--- config.mk ---
export PLATFORM = sky130hd
export DESIGN_NAME = tune_sequencer
export DESIGN_NICKNAME = d
export VERILOG_FILES = /design/src/rtl/tune_pkg.sv /design/src/rtl/tune_rom.sv /design/src/rtl/tune_sequencer.sv
export SDC_FILE = /design/constraint.sdc
export NUM_CORES = 1
export LEC_CHECK = 0
export BUFFER_PORTS_ARGS = -buffer_cell sky130_fd_sc_hd__buf_2
export CAP_MARGIN = 20
export CORE_MARGIN = 2
export CORE_UTILIZATION = 45
export DETAILED_ROUTE_END_ITERATION = 7
export SETUP_SLACK_MARGIN = 0.05
export SYNTH_ARGS = -nofsm -noshare
export SYNTH_HDL_FRONTEND = slang
export SYNTH_HIERARCHICAL = 1
export SYNTH_SLANG_ARGS = --single-unit
--- constraint.sdc ---
create_clock -name clk -period 3.9 [get_ports clk]
set_input_delay 0.78 -clock clk [delete_from_list [all_inputs] [get_ports clk]]
set_output_delay 0.78 -clock clk [all_outputs]
set_load 0.005 [all_outputs]
--- src/rtl/tune_pkg.sv ---
// Shared types, entry layout, note half-periods (100 MHz clk) and the two tune tables.
// Entry layout is {half_period, dur}; dur==0 ends a tune, half_period==0 is a rest.
package tune_pkg;

  typedef enum logic [2:0] {
    ST_IDLE,
    ST_LOAD,
    ST_TONE,
    ST_GAP,
    ST_DONE
  } state_t;

  localparam int HP_W    = 20;
  localparam int DUR_W   = 4;
  localparam int IDX_W   = 6;
  localparam int ENTRY_W = HP_W + DUR_W;
  localparam int DEPTH   = 1 << IDX_W;

  localparam logic [HP_W-1:0] REST = 20'd0;
  localparam logic [HP_W-1:0] G4   = 20'd127_551;
  localparam logic [HP_W-1:0] A4   = 20'd113_636;
  localparam logic [HP_W-1:0] B4   = 20'd101_238;
  localparam logic [HP_W-1:0] C5   = 20'd95_556;
  localparam logic [HP_W-1:0] D5   = 20'd85_131;
  localparam logic [HP_W-1:0] E5   = 20'd75_843;
  localparam logic [HP_W-1:0] F5   = 20'd71_586;

  // Unlisted slots read as zero, which is also the end-of-tune marker.
  localparam logic [ENTRY_W-1:0] SNOWFALL_TUNE [DEPTH] = '{
    0:  {E5,   4'd4},
    1:  {D5,   4'd2},
    2:  {C5,   4'd2},
    3:  {D5,   4'd4},
    4:  {REST, 4'd2},
    5:  {E5,   4'd2},
    6:  {F5,   4'd2},
    7:  {E5,   4'd4},
    8:  {C5,   4'd4},
    9:  {B4,   4'd2},
    10: {A4,   4'd2},
    11: {G4,   4'd8},
    12: {REST, 4'd4},
    13: {C5,   4'd8},
    default: {REST, 4'd0}
  };

  localparam logic [ENTRY_W-1:0] TEST_TUNE [DEPTH] = '{
    0: {20'd3, 4'd2},
    1: {REST,  4'd1},
    2: {20'd1, 4'd1},
    default: {REST, 4'd0}
  };

endpackage

--- src/rtl/tune_rom.sv ---
// Registered-read ROM holding the selected tune table; the caller presents the
// next note index so the entry is valid during the LOAD cycle.
module tune_rom
  import tune_pkg::*;
#(
  parameter int TUNE_SEL = 0
) (
  input  logic               clk,
  input  logic [IDX_W-1:0]   i_addr,
  output logic [ENTRY_W-1:0] o_data
);

  logic [ENTRY_W-1:0] r_data;

  generate
    if (TUNE_SEL == 1) begin : g_test
      always_ff @(posedge clk) begin
        r_data <= TEST_TUNE[i_addr];
      end
    end else begin : g_snowfall
      always_ff @(posedge clk) begin
        r_data <= SNOWFALL_TUNE[i_addr];
      end
    end
  endgenerate

  assign o_data = r_data;

endmodule

--- src/rtl/tune_sequencer.sv ---
// Note-table player: FSM, tick/duration counters and tone divider producing a square wave.
// Define TUNE_REPEAT_EN to loop the tune forever instead of stopping in DONE.
module tune_sequencer
  import tune_pkg::*;
#(
  parameter int TICK_CYCLES = 6_250_000,
  parameter int GAP_CYCLES  = 500_000,
  parameter int TUNE_SEL    = 0
) (
  input  logic             clk,
  input  logic             reset,
  input  logic             play,
  input  logic             pause,
  output logic             song,
  output logic             busy,
  output logic             done,
  output logic [IDX_W-1:0] note_idx
);

  localparam int TW = (TICK_CYCLES > 1) ? $clog2(TICK_CYCLES) : 1;
  localparam int GW = (GAP_CYCLES > 1) ? $clog2(GAP_CYCLES) : 1;
  localparam logic [TW-1:0] TICK_LAST = TW'(TICK_CYCLES - 1);
  localparam logic [GW-1:0] GAP_LAST  = GW'((GAP_CYCLES > 0) ? GAP_CYCLES - 1 : 0);

  state_t             r_state,    w_state_next;
  logic [IDX_W-1:0]   r_note_idx, w_note_idx_next;
  logic [HP_W-1:0]    r_hp,       w_hp_next;
  logic [DUR_W-1:0]   r_dur,      w_dur_next;
  logic [TW-1:0]      r_tick,     w_tick_next;
  logic [DUR_W-1:0]   r_dcnt,     w_dcnt_next;
  logic [HP_W-1:0]    r_div,      w_div_next;
  logic               r_phase,    w_phase_next;
  logic [GW-1:0]      r_gap,      w_gap_next;
  logic               r_song,     w_song_next;

  logic [ENTRY_W-1:0] w_rom_data;
  logic [HP_W-1:0]    w_rom_hp;
  logic [DUR_W-1:0]   w_rom_dur;
  logic               w_tone_last;

  tune_rom #(
    .TUNE_SEL (TUNE_SEL)
  ) u_rom (
    .clk    (clk),
    .i_addr (w_note_idx_next),
    .o_data (w_rom_data)
  );

  assign w_rom_hp    = w_rom_data[ENTRY_W-1:DUR_W];
  assign w_rom_dur   = w_rom_data[DUR_W-1:0];
  assign w_tone_last = (r_tick == TICK_LAST) && (r_dcnt == (r_dur - 4'd1));

  always_comb begin
    w_state_next    = r_state;
    w_note_idx_next = r_note_idx;
    w_hp_next       = r_hp;
    w_dur_next      = r_dur;
    w_tick_next     = r_tick;
    w_dcnt_next     = r_dcnt;
    w_div_next      = r_div;
    w_phase_next    = r_phase;
    w_gap_next      = r_gap;
    w_song_next     = 1'b0;

    case (r_state)
      ST_IDLE, ST_DONE: begin
        if (play) begin
          w_state_next    = ST_LOAD;
          w_note_idx_next = '0;
        end
      end

      ST_LOAD: begin
        if (!pause) begin
          w_hp_next  = w_rom_hp;
          w_dur_next = w_rom_dur;
          if (w_rom_dur == '0) begin
`ifdef TUNE_REPEAT_EN
            w_state_next    = ST_LOAD;
            w_note_idx_next = '0;
`else
            w_state_next    = ST_DONE;
`endif
          end else begin
            w_state_next = ST_TONE;
            w_tick_next  = '0;
            w_dcnt_next  = '0;
            w_div_next   = '0;
            w_phase_next = 1'b0;
          end
        end
      end

      ST_TONE: begin
        if (!pause) begin
          if (r_tick == TICK_LAST) begin
            w_tick_next = '0;
            w_dcnt_next = r_dcnt + 4'd1;
          end else begin
            w_tick_next = r_tick + 1'b1;
          end
          // A zero half-period is a rest: the phase never leaves 0.
          if (r_hp != '0) begin
            if (r_div == (r_hp - 20'd1)) begin
              w_div_next   = '0;
              w_phase_next = ~r_phase;
            end else begin
              w_div_next = r_div + 20'd1;
            end
          end
          if (w_tone_last) begin
            w_tick_next  = '0;
            w_dcnt_next  = '0;
            w_div_next   = '0;
            w_phase_next = 1'b0;
            if (GAP_CYCLES == 0) begin
              w_state_next    = ST_LOAD;
              w_note_idx_next = r_note_idx + 1'b1;
            end else begin
              w_state_next = ST_GAP;
              w_gap_next   = '0;
            end
          end
        end
      end

      ST_GAP: begin
        if (!pause) begin
          if (r_gap == GAP_LAST) begin
            w_state_next    = ST_LOAD;
            w_note_idx_next = r_note_idx + 1'b1;
            w_gap_next      = '0;
          end else begin
            w_gap_next = r_gap + 1'b1;
          end
        end
      end

      default: w_state_next = ST_IDLE;
    endcase

    // The held phase survives a pause; only the registered output is muted.
    w_song_next = (w_state_next == ST_TONE) && w_phase_next && !pause;
  end

  always_ff @(posedge clk) begin
    if (reset) begin
      r_state    <= ST_IDLE;
      r_note_idx <= '0;
      r_hp       <= '0;
      r_dur      <= '0;
      r_tick     <= '0;
      r_dcnt     <= '0;
      r_div      <= '0;
      r_phase    <= 1'b0;
      r_gap      <= '0;
      r_song     <= 1'b0;
    end else begin
      r_state    <= w_state_next;
      r_note_idx <= w_note_idx_next;
      r_hp       <= w_hp_next;
      r_dur      <= w_dur_next;
      r_tick     <= w_tick_next;
      r_dcnt     <= w_dcnt_next;
      r_div      <= w_div_next;
      r_phase    <= w_phase_next;
      r_gap      <= w_gap_next;
      r_song     <= w_song_next;
    end
  end

  assign song     = r_song;
  assign busy     = (r_state != ST_IDLE) && (r_state != ST_DONE);
  assign done     = (r_state == ST_DONE);
  assign note_idx = r_note_idx;

endmodule

; ---- Yosys cells after proc, flatten, opt, wreduce, memory -nomap -nowiden
; Memories as Yosys holds them, arrays and structs flattened. A register that Yosys moved wholly into a read port is not among the register bits.
; Index checks and enable logic that the tools add are counted.
[op_classes]
addsub = 7
eq_ne = 17
mux = 43
n_bitwise = 3
reduce_logical = 17
[ops]
columns = cell, n
row1 = 20-bit 2-to-1 mux, 6
row2 = 23-bit 2-to-1 mux, 5
row3 = 19-bit 2-to-1 mux, 4
row4 = 23-bit case mux with 2 select lines, 1
row5 = 20-bit case mux with 2 select lines, 1
row6 = 19-bit case mux with 2 select lines, 1
row7 = "23-bit by 1-bit adder with 23-bit output, second input constant", 1
row8 = "23-bit == test, second input constant", 1
row9 = 3-bit 2-to-1 mux, 7
row10 = "20-bit by 1-bit adder with 20-bit output, second input constant", 1
row11 = 20-bit == test, 1
row12 = 4-bit 2-to-1 mux, 5
row13 = 20-bit nonzero test, 1
row14 = "20-bit by 1-bit subtractor with 20-bit output, second input constant", 1
row15 = "19-bit by 1-bit adder with 19-bit output, second input constant", 1
row16 = "19-bit == test, second input constant", 1
row17 = 6-bit 2-to-1 mux, 3
row18 = 3-bit case mux with 4 select lines, 1
row19 = 6-bit case mux with 2 select lines, 1
row20 = "2-bit != test, second input constant", 5
row21 = 5-bit AND reduction, 2
row22 = "3-bit by 2-bit == test with 1-bit output, second input constant", 3
row23 = "3-bit != test, second input constant", 3
row24 = 4-bit case mux with 2 select lines, 1
row25 = other kinds (19), 30
[totals]
ff_bits = 101
romBits = 1536
in_bits = 4
output_inout_bits = 9
wordCells = 98
memories = 1
[mem_list]
columns = name, depth, width, rd, rd_clocked_by_memory_dff, wr, line
row1 = (no name shown), 64, 24, 1, 1, 0, tune_rom.sv:22  ; r_data <= SNOWFALL_TUNE[i_addr];

; ---- Logic depth before layout (Yosys ltp)
; Gate-level depths: netlist of run 1.
[logic_depth]
depth_word = 9
mapped_depth = 12
ltp_nobuf = 11

; ---- Modules after synthesis
; The synthesis of run 1 kept the hierarchy.
[by_module_without_submodules]
columns = mod, instances, cells_each, area_each_um2, seq_area_each_um2
row1 = tune_sequencer, 1, 668, 5377.7, 2021.9
row2 = tune_rom, 1, 104, 917.1, 380.4

; ---- Worst setup path after synthesis of run 1
; No wires, ideal clock.
[synth_timing]
path_type = reg2reg
start = register r_hp[0]
end = register r_song, in the netlist song
arrival_ns = 2.764
slack_ns = 1.057
stages_incl_launch_ff = 11
path_buffers = 0
period_less_slack_ns = 2.843
path_cell_list = dfxtp_1 inv_1 ha_1 nor3b_1 nand4_1 xnor2_1 or4_1 nor3_2 nand4b_1 a2111o_1 a211oi_2
[synth_between]
elab_chain_len = 9
word_cells_on_any_way = 10
classes_between = add/sub (1) / eq/ne (1) / mux (5) / reduce/logical (3)
[synth_lines]
columns = element, line
row1 = "start, declared", tune_sequencer.sv:27  ; logic [HP_W-1:0] r_hp, w_hp_next;
row2 = "start signal, assigned", tune_sequencer.sv:161  ; r_hp <= w_hp_next;
row3 = 20-bit by 1-bit subtractor with 20-bit output, tune_sequencer.sv:104  ; if (r_div == (r_hp - 20'd1)) begin
row4 = 20-bit == test, tune_sequencer.sv:104
row5 = 1-bit 2-to-1 mux, tune_sequencer.sv:104
row6 = 1-bit 2-to-1 mux *, tune_sequencer.sv:103  ; if (r_hp != '0) begin
row7 = 1-bit 2-to-1 mux *, tune_sequencer.sv:111  ; if (w_tone_last) begin
row8 = 1-bit 2-to-1 mux *, tune_sequencer.sv:95  ; if (!pause) begin
row9 = 1-bit case mux with 2 select lines *, tune_sequencer.sv:65  ; case (r_state)
row10 = 1-bit logical AND * (2 in a row), tune_sequencer.sv:143  ; w_song_next = (w_state_next == ST_TONE) && w_phase_next && !pause;
row11 = "end signal, assigned", tune_sequencer.sv:168  ; r_song <= w_song_next;
row12 = "end, declared", tune_sequencer.sv:34  ; logic r_song, w_song_next;
; Every way passes the cells marked *; elsewhere a longest branch is shown, timed or not.
; A chain may end at the register's enable or synchronous reset.

; ---- Worst setup path in the final report of run 1
[layout_timing]
start = register r_hp[0]
end = register r_div[9]
[layout_between]
elab_chain_len = 7
word_cells_on_any_way = 10
classes_between = add/sub (1) / eq/ne (2) / mux (5) / reduce/logical (2)
[layout_lines]
columns = element, line
row1 = 20-bit by 1-bit subtractor with 20-bit output, tune_sequencer.sv:104
row2 = 20-bit == test, tune_sequencer.sv:104
row3 = 20-bit 2-to-1 mux, tune_sequencer.sv:104
row4 = 20-bit 2-to-1 mux, tune_sequencer.sv:103
row5 = 20-bit 2-to-1 mux, tune_sequencer.sv:111
row6 = 20-bit 2-to-1 mux, tune_sequencer.sv:95
row7 = 20-bit case mux with 2 select lines, tune_sequencer.sv:65
row8 = "end signal, assigned", tune_sequencer.sv:165  ; r_div <= w_div_next;
row9 = "end, declared", tune_sequencer.sv:31  ; logic [HP_W-1:0] r_div, w_div_next;
; Parallel ways exist; a longest one is shown, timed or not. The select of a mux whose other input is x is not followed.

==> results.py, run 1 <==
metrics = {
    "cells_and_area": {
        "final_common_cell": "dfxtp_1",
        "syn2layout_area_growth_pct": 12.03,
        "diodes": 0,
        "fillers": 1324,
        "nNetsFinal": 797,
        "final_cell_mix": "dfxtp_1, nand2_1, nor2_1",
        "final_layout_size_suffix_gt1_frac": 0.08756,
    },
    "placed_design": {
        "gp_congestion": 0.8871,
        "portBuffers": 12,
        "post-place-ws_ns": 0.6044,
        "dp_hpwl_um": 9682,
    },
    "critical_path": {
        "cp_max_fo": 18,
        "path_cells": "inv_1, ha_1, nor3b_1, nand4_1, xnor2_1, or4b_1, nor4_1, a21o_1, o22ai_1",
        "r2r_slack_ns": 0.55,
        "crit_type": "flop to flop",
        "crit_slowest_cell": "nor3b_1",
        "crit_buf_inv": 1,
        "arrival_ns": 3.62,
        "worstSetupEndpointType": "flop",
        "cpPeakStageDelay_ns": 0.67,
        "required_ns": 4.17,
        "critPathLaunchType": "flop",
        "cpLargestDelayFamily": "simple AND/OR/NAND/NOR gates",
    },
    "route": {
        "drt-pass1-iter-count": 5,
        "vias": 5265,
        "viasPerCell": 5.439,
        "postRouteAntennaNets": 0,
        "drcViolationCount": 0,
        "drtIter0Drc": 248,
        "wl_per_cell_um": 13.70,
        "postRouteWirelength_um": 13260,
    },
    "cts": {
        "clock_latency_ns": 0.41,
        "cts_buffers": 17,
        "cts-root-buf": "clkbuf_16",
        "cts-hold-fix-buffers": 0,
        "cts_buffer_depth": 2,
        "htreeDepth": 4,
        "cts_tree": "built",
        "clock_sinks": 120,
        "clk_pin_slew_worst_paths_ns": 0.05,
        "cts_resized": 0,
        "post-cts-setup-buffer-count": 0,
    },
    "timing": {
        "rsz0062_at_grt": "no",
        "finalCritPeriodShare": 0.8593,
        "finalHoldViolations": 0,
        "slew_headroom": 0.4472,
        "setup_tns_ns": 0,
        "setup_viol": 0,
        "finClkSkew_ns": 0.009420,
        "fmax_ghz": 0.2984,
        "finalMaxSlewViolations": 0,
        "fin_crit_ns": 3.351,
        "holdWs_ns": 0.4384,
        "tightest_slew_ns": 0.8292,
        "final.setup.worst_slack_ns": 0.5488,
    },
    "yosys": {
        "synth_top_cell_area_share": 0.3816,
        "ys_ff_latch": 120,
        "synth_cells": 772,
        "yosys_warnings": 6,
        "netlist_area_um2": 6295,
        "async_flop_share": 0,
        "syn_area_per_cell_um2": 8.154,
        "synth_enable_flop_cells": 0,
        "ys.flop_type": "dfxtp_1",
        "synth.area.top_cells": "dfxtp_1, xor2_1, nand2_1",
        "synth.distinct_cells": 63,
        "synth.largest_area_cell": "dfxtp_1",
        "yosysSeqAreaShare": 0.3816,
    },
    "floorplan": {
        "coreArea_um2": 13770,
        "pin_count": 13,
        "rows": 43,
        "chipWidth_um": 122.3,
        "start_util": 0.4570,
        "die_h_um": 122.3,
        "dieArea_um2": 14950,
    },
    "hold_path": {
        "hold_path.class": "flop to flop",
    },
    "grt": {
        "grt_use_total": 0.1893,
        "antenna_found_initial": 0,
        "grt_pass1_wl_um": 22660,
        "grt_pass1_vias": 4818,
        "grt_overflow": 0,
        "grt_max_degree": 30,
    },
    "power": {
        "ir_drop_mv": 0.2345,
        "p_leak_uw": 0.002551,
        "power.density_nw_per_um2": 421.4,
    },
    "status": {
        "outcome": "finished, final reports clean",
    },
    "job": {
        "cap_violations": 0,
    },
}
==> worst paths after layout <==
path,start,cells past startpoint,to
worst min-delay path,u_rom/o_data[11],2,r_hp[7]
worst max register to register,r_hp[0],9,r_div[9]
worst min register to register,u_rom/o_data[11],2,r_hp[7]
worst max-delay path,r_hp[0],9,r_div[9]
==> layer usage <==
| layer | vias to the layer above | wire length (µm) | GRT usage |
|---|---|---|---|
| met1 | 2429 | 6401 | 0.2487 |
| met5 | - | 0 | 0 |
| li1 | 2697 | - | - |
| met4 | 0 | 340 | 0.09986 |
| met2 | 108 | 5996 | 0.2899 |
| met3 | 31 | 523 | 0.04275 |
==> cells by family after synthesis <==
logic type                 Yosys count  share of synthesized area
xor gates and xnor gates            72                     0.1002
AOI/OAI and AO/OA                  129                     0.1244
other                                1                  0.0005957
buffers and inverters               56                    0.04114
and+or+nand+nor                    367                     0.3025
DFF                                120                     0.3816
adders and majority gates           16                    0.03180
muxes                               11                    0.01769
==> cells in the mapped netlist (4+ instances only) <==
cell / n
nor4_1: 9
or4_1: 7
nor3b_1: 4
xnor2_1: 30
nor3_1: 19
nand3_1: 29
o21ai_0: 25
dfxtp_1: 120
and2_1: 12
nor2_1: 83
buf_4: 9
a21o_1: 5
a21oi_1: 64
or3_1: 17
nand2_1: 96
nor4_2: 4
ha_1: 16
mux2i_1: 10
o31ai_1: 5
and3_1: 12
a32oi_1: 4
clkbuf_1: 23
buf_2: 6
nor2b_1: 15
xor2_1: 42
nand2b_1: 13
nand4_1: 19
inv_1: 17
==> through the flow <==
step                instance area [µm²]  total power (µW)    util  cells
floorplan                          6306              1450       -    775
global placement                   6471              1485  0.4698    938
detailed placement                 6471              1491  0.4698    938
CTS                                7052              3007  0.5120    968
global route                       7052              3085  0.5120    968
finish                             7052              2972  0.5120    968
==> layout make-up <==
class | count | area (µm²) | share of cell area
Multi-Input combinational cell | 599 | 3645 | 0.5169
Sequential cell | 120 | 2402 | 0.3407
Clock buffer | 22 | 484.2 | 0.06867
Tap cell | 180 | 225.2 | 0.03194
Timing Repair Buffer | 22 | 135.1 | 0.01916
Clock inverter | 8 | 96.34 | 0.01366
Inverter | 17 | 63.81 | 0.009049
==> power breakdown <==
group / total [µW] / switching (µW) / internal, µW
clock network: 1500 / 510 / 994
registers: 1260 / 17.1 / 1240
logic: 211 / 131 / 80.4
total: 2970 / 658 / 2310
==> registers in the layout (all words and copies together), names as in the netlist <==
name	count
u_rom/o_data	19
r_gap	19
r_phase	1
r_dcnt	4
note_idx	6
r_div	20
song	1
r_tick	23
r_state	3
r_hp	20
r_dur	4
==> worst register-to-register path, cell delays in order (launching register included) <==
cell and delay [ns]:
dfxtp_1 0.36, inv_1 0.08, ha_1 0.19, nor3b_1 0.67, nand4_1 0.20, xnor2_1 0.18
or4b_1 0.50, nor4_1 0.34, a21o_1 0.53, o22ai_1 0.17
Power figures use the tool's default switching activity.
==> run 2, diff against run 1 <==
Settings changed: ABC_CLOCK_PERIOD_IN_PS set to 3900, BUFFER_PORTS_ARGS -buffer_cell sky130_fd_sc_hd__buf_2 to not set, DONT_BUFFER_PORTS set to 1.
==> results.py, run 2 (same netlist as run 1, synthesis figures left out) <==
metrics = {
    "timing": {
        "tightest_slew_ns": 0.9484,
        "setup_viol": 0,
        "slew_headroom": 0.3649,
        "fin_crit_ns": 3.350,
        "finalMaxSlewViolations": 0,
        "holdWs_ns": 0.4227,
        "setup_tns_ns": 0,
        "finClkSkew_ns": 0.01335,
        "finalHoldViolations": 0,
        "fmax_ghz": 0.2985,
        "finalCritPeriodShare": 0.8589,
        "rsz0062_at_grt": "no",
    },
    "cts": {
        "post-cts-setup-buffer-count": 0,
        "cts-root-buf": "clkbuf_16",
        "cts_buffers": 17,
        "cts_buffer_depth": 2,
        "cts-hold-fix-buffers": 0,
        "clock_latency_ns": 0.42,
        "cts_tree": "built",
        "htreeDepth": 4,
        "cts_resized": 0,
        "clock_sinks": 120,
        "clk_pin_slew_worst_paths_ns": 0.06,
    },
    "cells_and_area": {
        "final_area_um2": 6978,
        "syn2layout_area_growth_pct": 10.85,
        "final_common_cell": "dfxtp_1",
        "largest_reg_flops": 23,
        "largestRegisters": "r_tick: 23 flops, r_div: 20 flops, r_hp: 20 flops",
        "final_layout_size_suffix_gt1_frac": 0.06856,
        "nNetsFinal": 781,
        "diodes": 0,
        "final_cell_mix": "dfxtp_1, nand2_1, nor2_1",
        "top_register": "r_tick",
    },
    "route": {
        "vias": 5211,
        "drtIter0Drc": 221,
        "postRouteWirelength_um": 13520,
        "postRouteAntennaNets": 0,
        "viasPerCell": 5.468,
        "drcViolationCount": 0,
        "drt-pass1-iter-count": 6,
        "wl_per_cell_um": 14.19,
    },
    "floorplan": {
        "coreArea_um2": 13770,
        "start_util": 0.4570,
        "dieArea_um2": 14950,
        "chipWidth_um": 122.3,
        "rows": 43,
        "pin_count": 13,
        "die_h_um": 122.3,
    },
    "hold_path": {
        "min_to": "r_gap[4]",
        "hold_depth": 1,
        "min_from": "reset",
        "hold_path.class": "input port to flop",
    },
    "power": {
        "power.density_nw_per_um2": 430.9,
        "power_uw": 3007,
        "ir_drop_mv": 0.3218,
        "p_leak_uw": 0.002476,
    },
    "critical_path": {
        "critPathLaunchType": "flop",
        "crit_type": "flop to flop",
        "rr_endpoint": "r_div[9]",
        "rr_startpoint": "r_hp[0]",
        "r2r_cells": 9,
        "arrival_ns": 3.63,
        "required_ns": 4.18,
        "cp_max_fo": 18,
        "worstSetupEndpointType": "flop",
        "r2r_slack_ns": 0.55,
    },
    "grt": {
        "grt_use_total": 0.1973,
        "grt_overflow": 0,
        "grt_pass1_wl_um": 23770,
        "grt_pass1_vias": 5019,
        "grt_max_degree": 44,
        "antenna_found_initial": 0,
    },
    "status": {
        "outcome": "finished, final reports clean",
    },
    "placed_design": {
        "gp_congestion": 0.9005,
        "dp_hpwl_um": 9713,
        "placed_cell_area_um2": 6385,
        "portBuffers": 0,
    },
    "job": {
        "cap_violations": 0,
    },
}
run 2: layout make-up:
class                           instances  area (µm²)
Timing Repair Buffer                    6       48.80
Inverter                               17       63.81
Clock buffer                           24       501.7
Tap cell                              180       225.2
Sequential cell                       120        2402
Clock inverter                          7       91.34
Fill cell                            1354        6795
Multi-Input combinational cell        599        3645
run 2: critical path, stage by stage, from the launching register on:
cell	delay, ns
dfxtp_1	0.36
inv_1	0.08
ha_1	0.19
nor3b_1	0.67
nand4_1	0.20
xnor2_1	0.18
or4b_1	0.51
nor4_1	0.33
a21o_1	0.54
o22ai_1	0.16
run 2: power breakdown:
part	internal [µW]	switching (µW)
Combinational	77.5	121
Sequential	1240	17.4
Clock	1020	535
run 2: stage by stage:
| stage | std cells | utilization | worst slack (ns) |
|---|---|---|---|
| after floorplan | 775 | - | 1.057 |
| after global placement | 921 | 0.4628 | 0.6839 |
| after detailed placement | 922 | 0.4636 | 0.5985 |
| after CTS | 953 | 0.5066 | 0.5623 |
| after global routing | 953 | 0.5066 | 0.2176 |
| final | 953 | 0.5066 | 0.5502 |
run 2: worst max path at each step:
stage                        from  endpoint  slack, ns  cells after the start
after global placement    r_hp[0]  r_div[9]       0.68                      9
after floorplan           r_hp[0]      song       1.06                     10
after global routing      r_hp[0]  r_div[9]       0.22                      9
after detailed placement  r_hp[0]  r_div[9]       0.60                      9
after CTS                 r_hp[0]  r_div[9]       0.56                      9
final                     r_hp[0]  r_div[9]       0.55                      9
run 2: metal layers:
layer / global-route usage / routed length (µm)
met2: 0.3115 / 6302
met4: 0.07759 / 256
met5: 0 / 0
met3: 0.05530 / 611
met1: 0.2554 / 6353
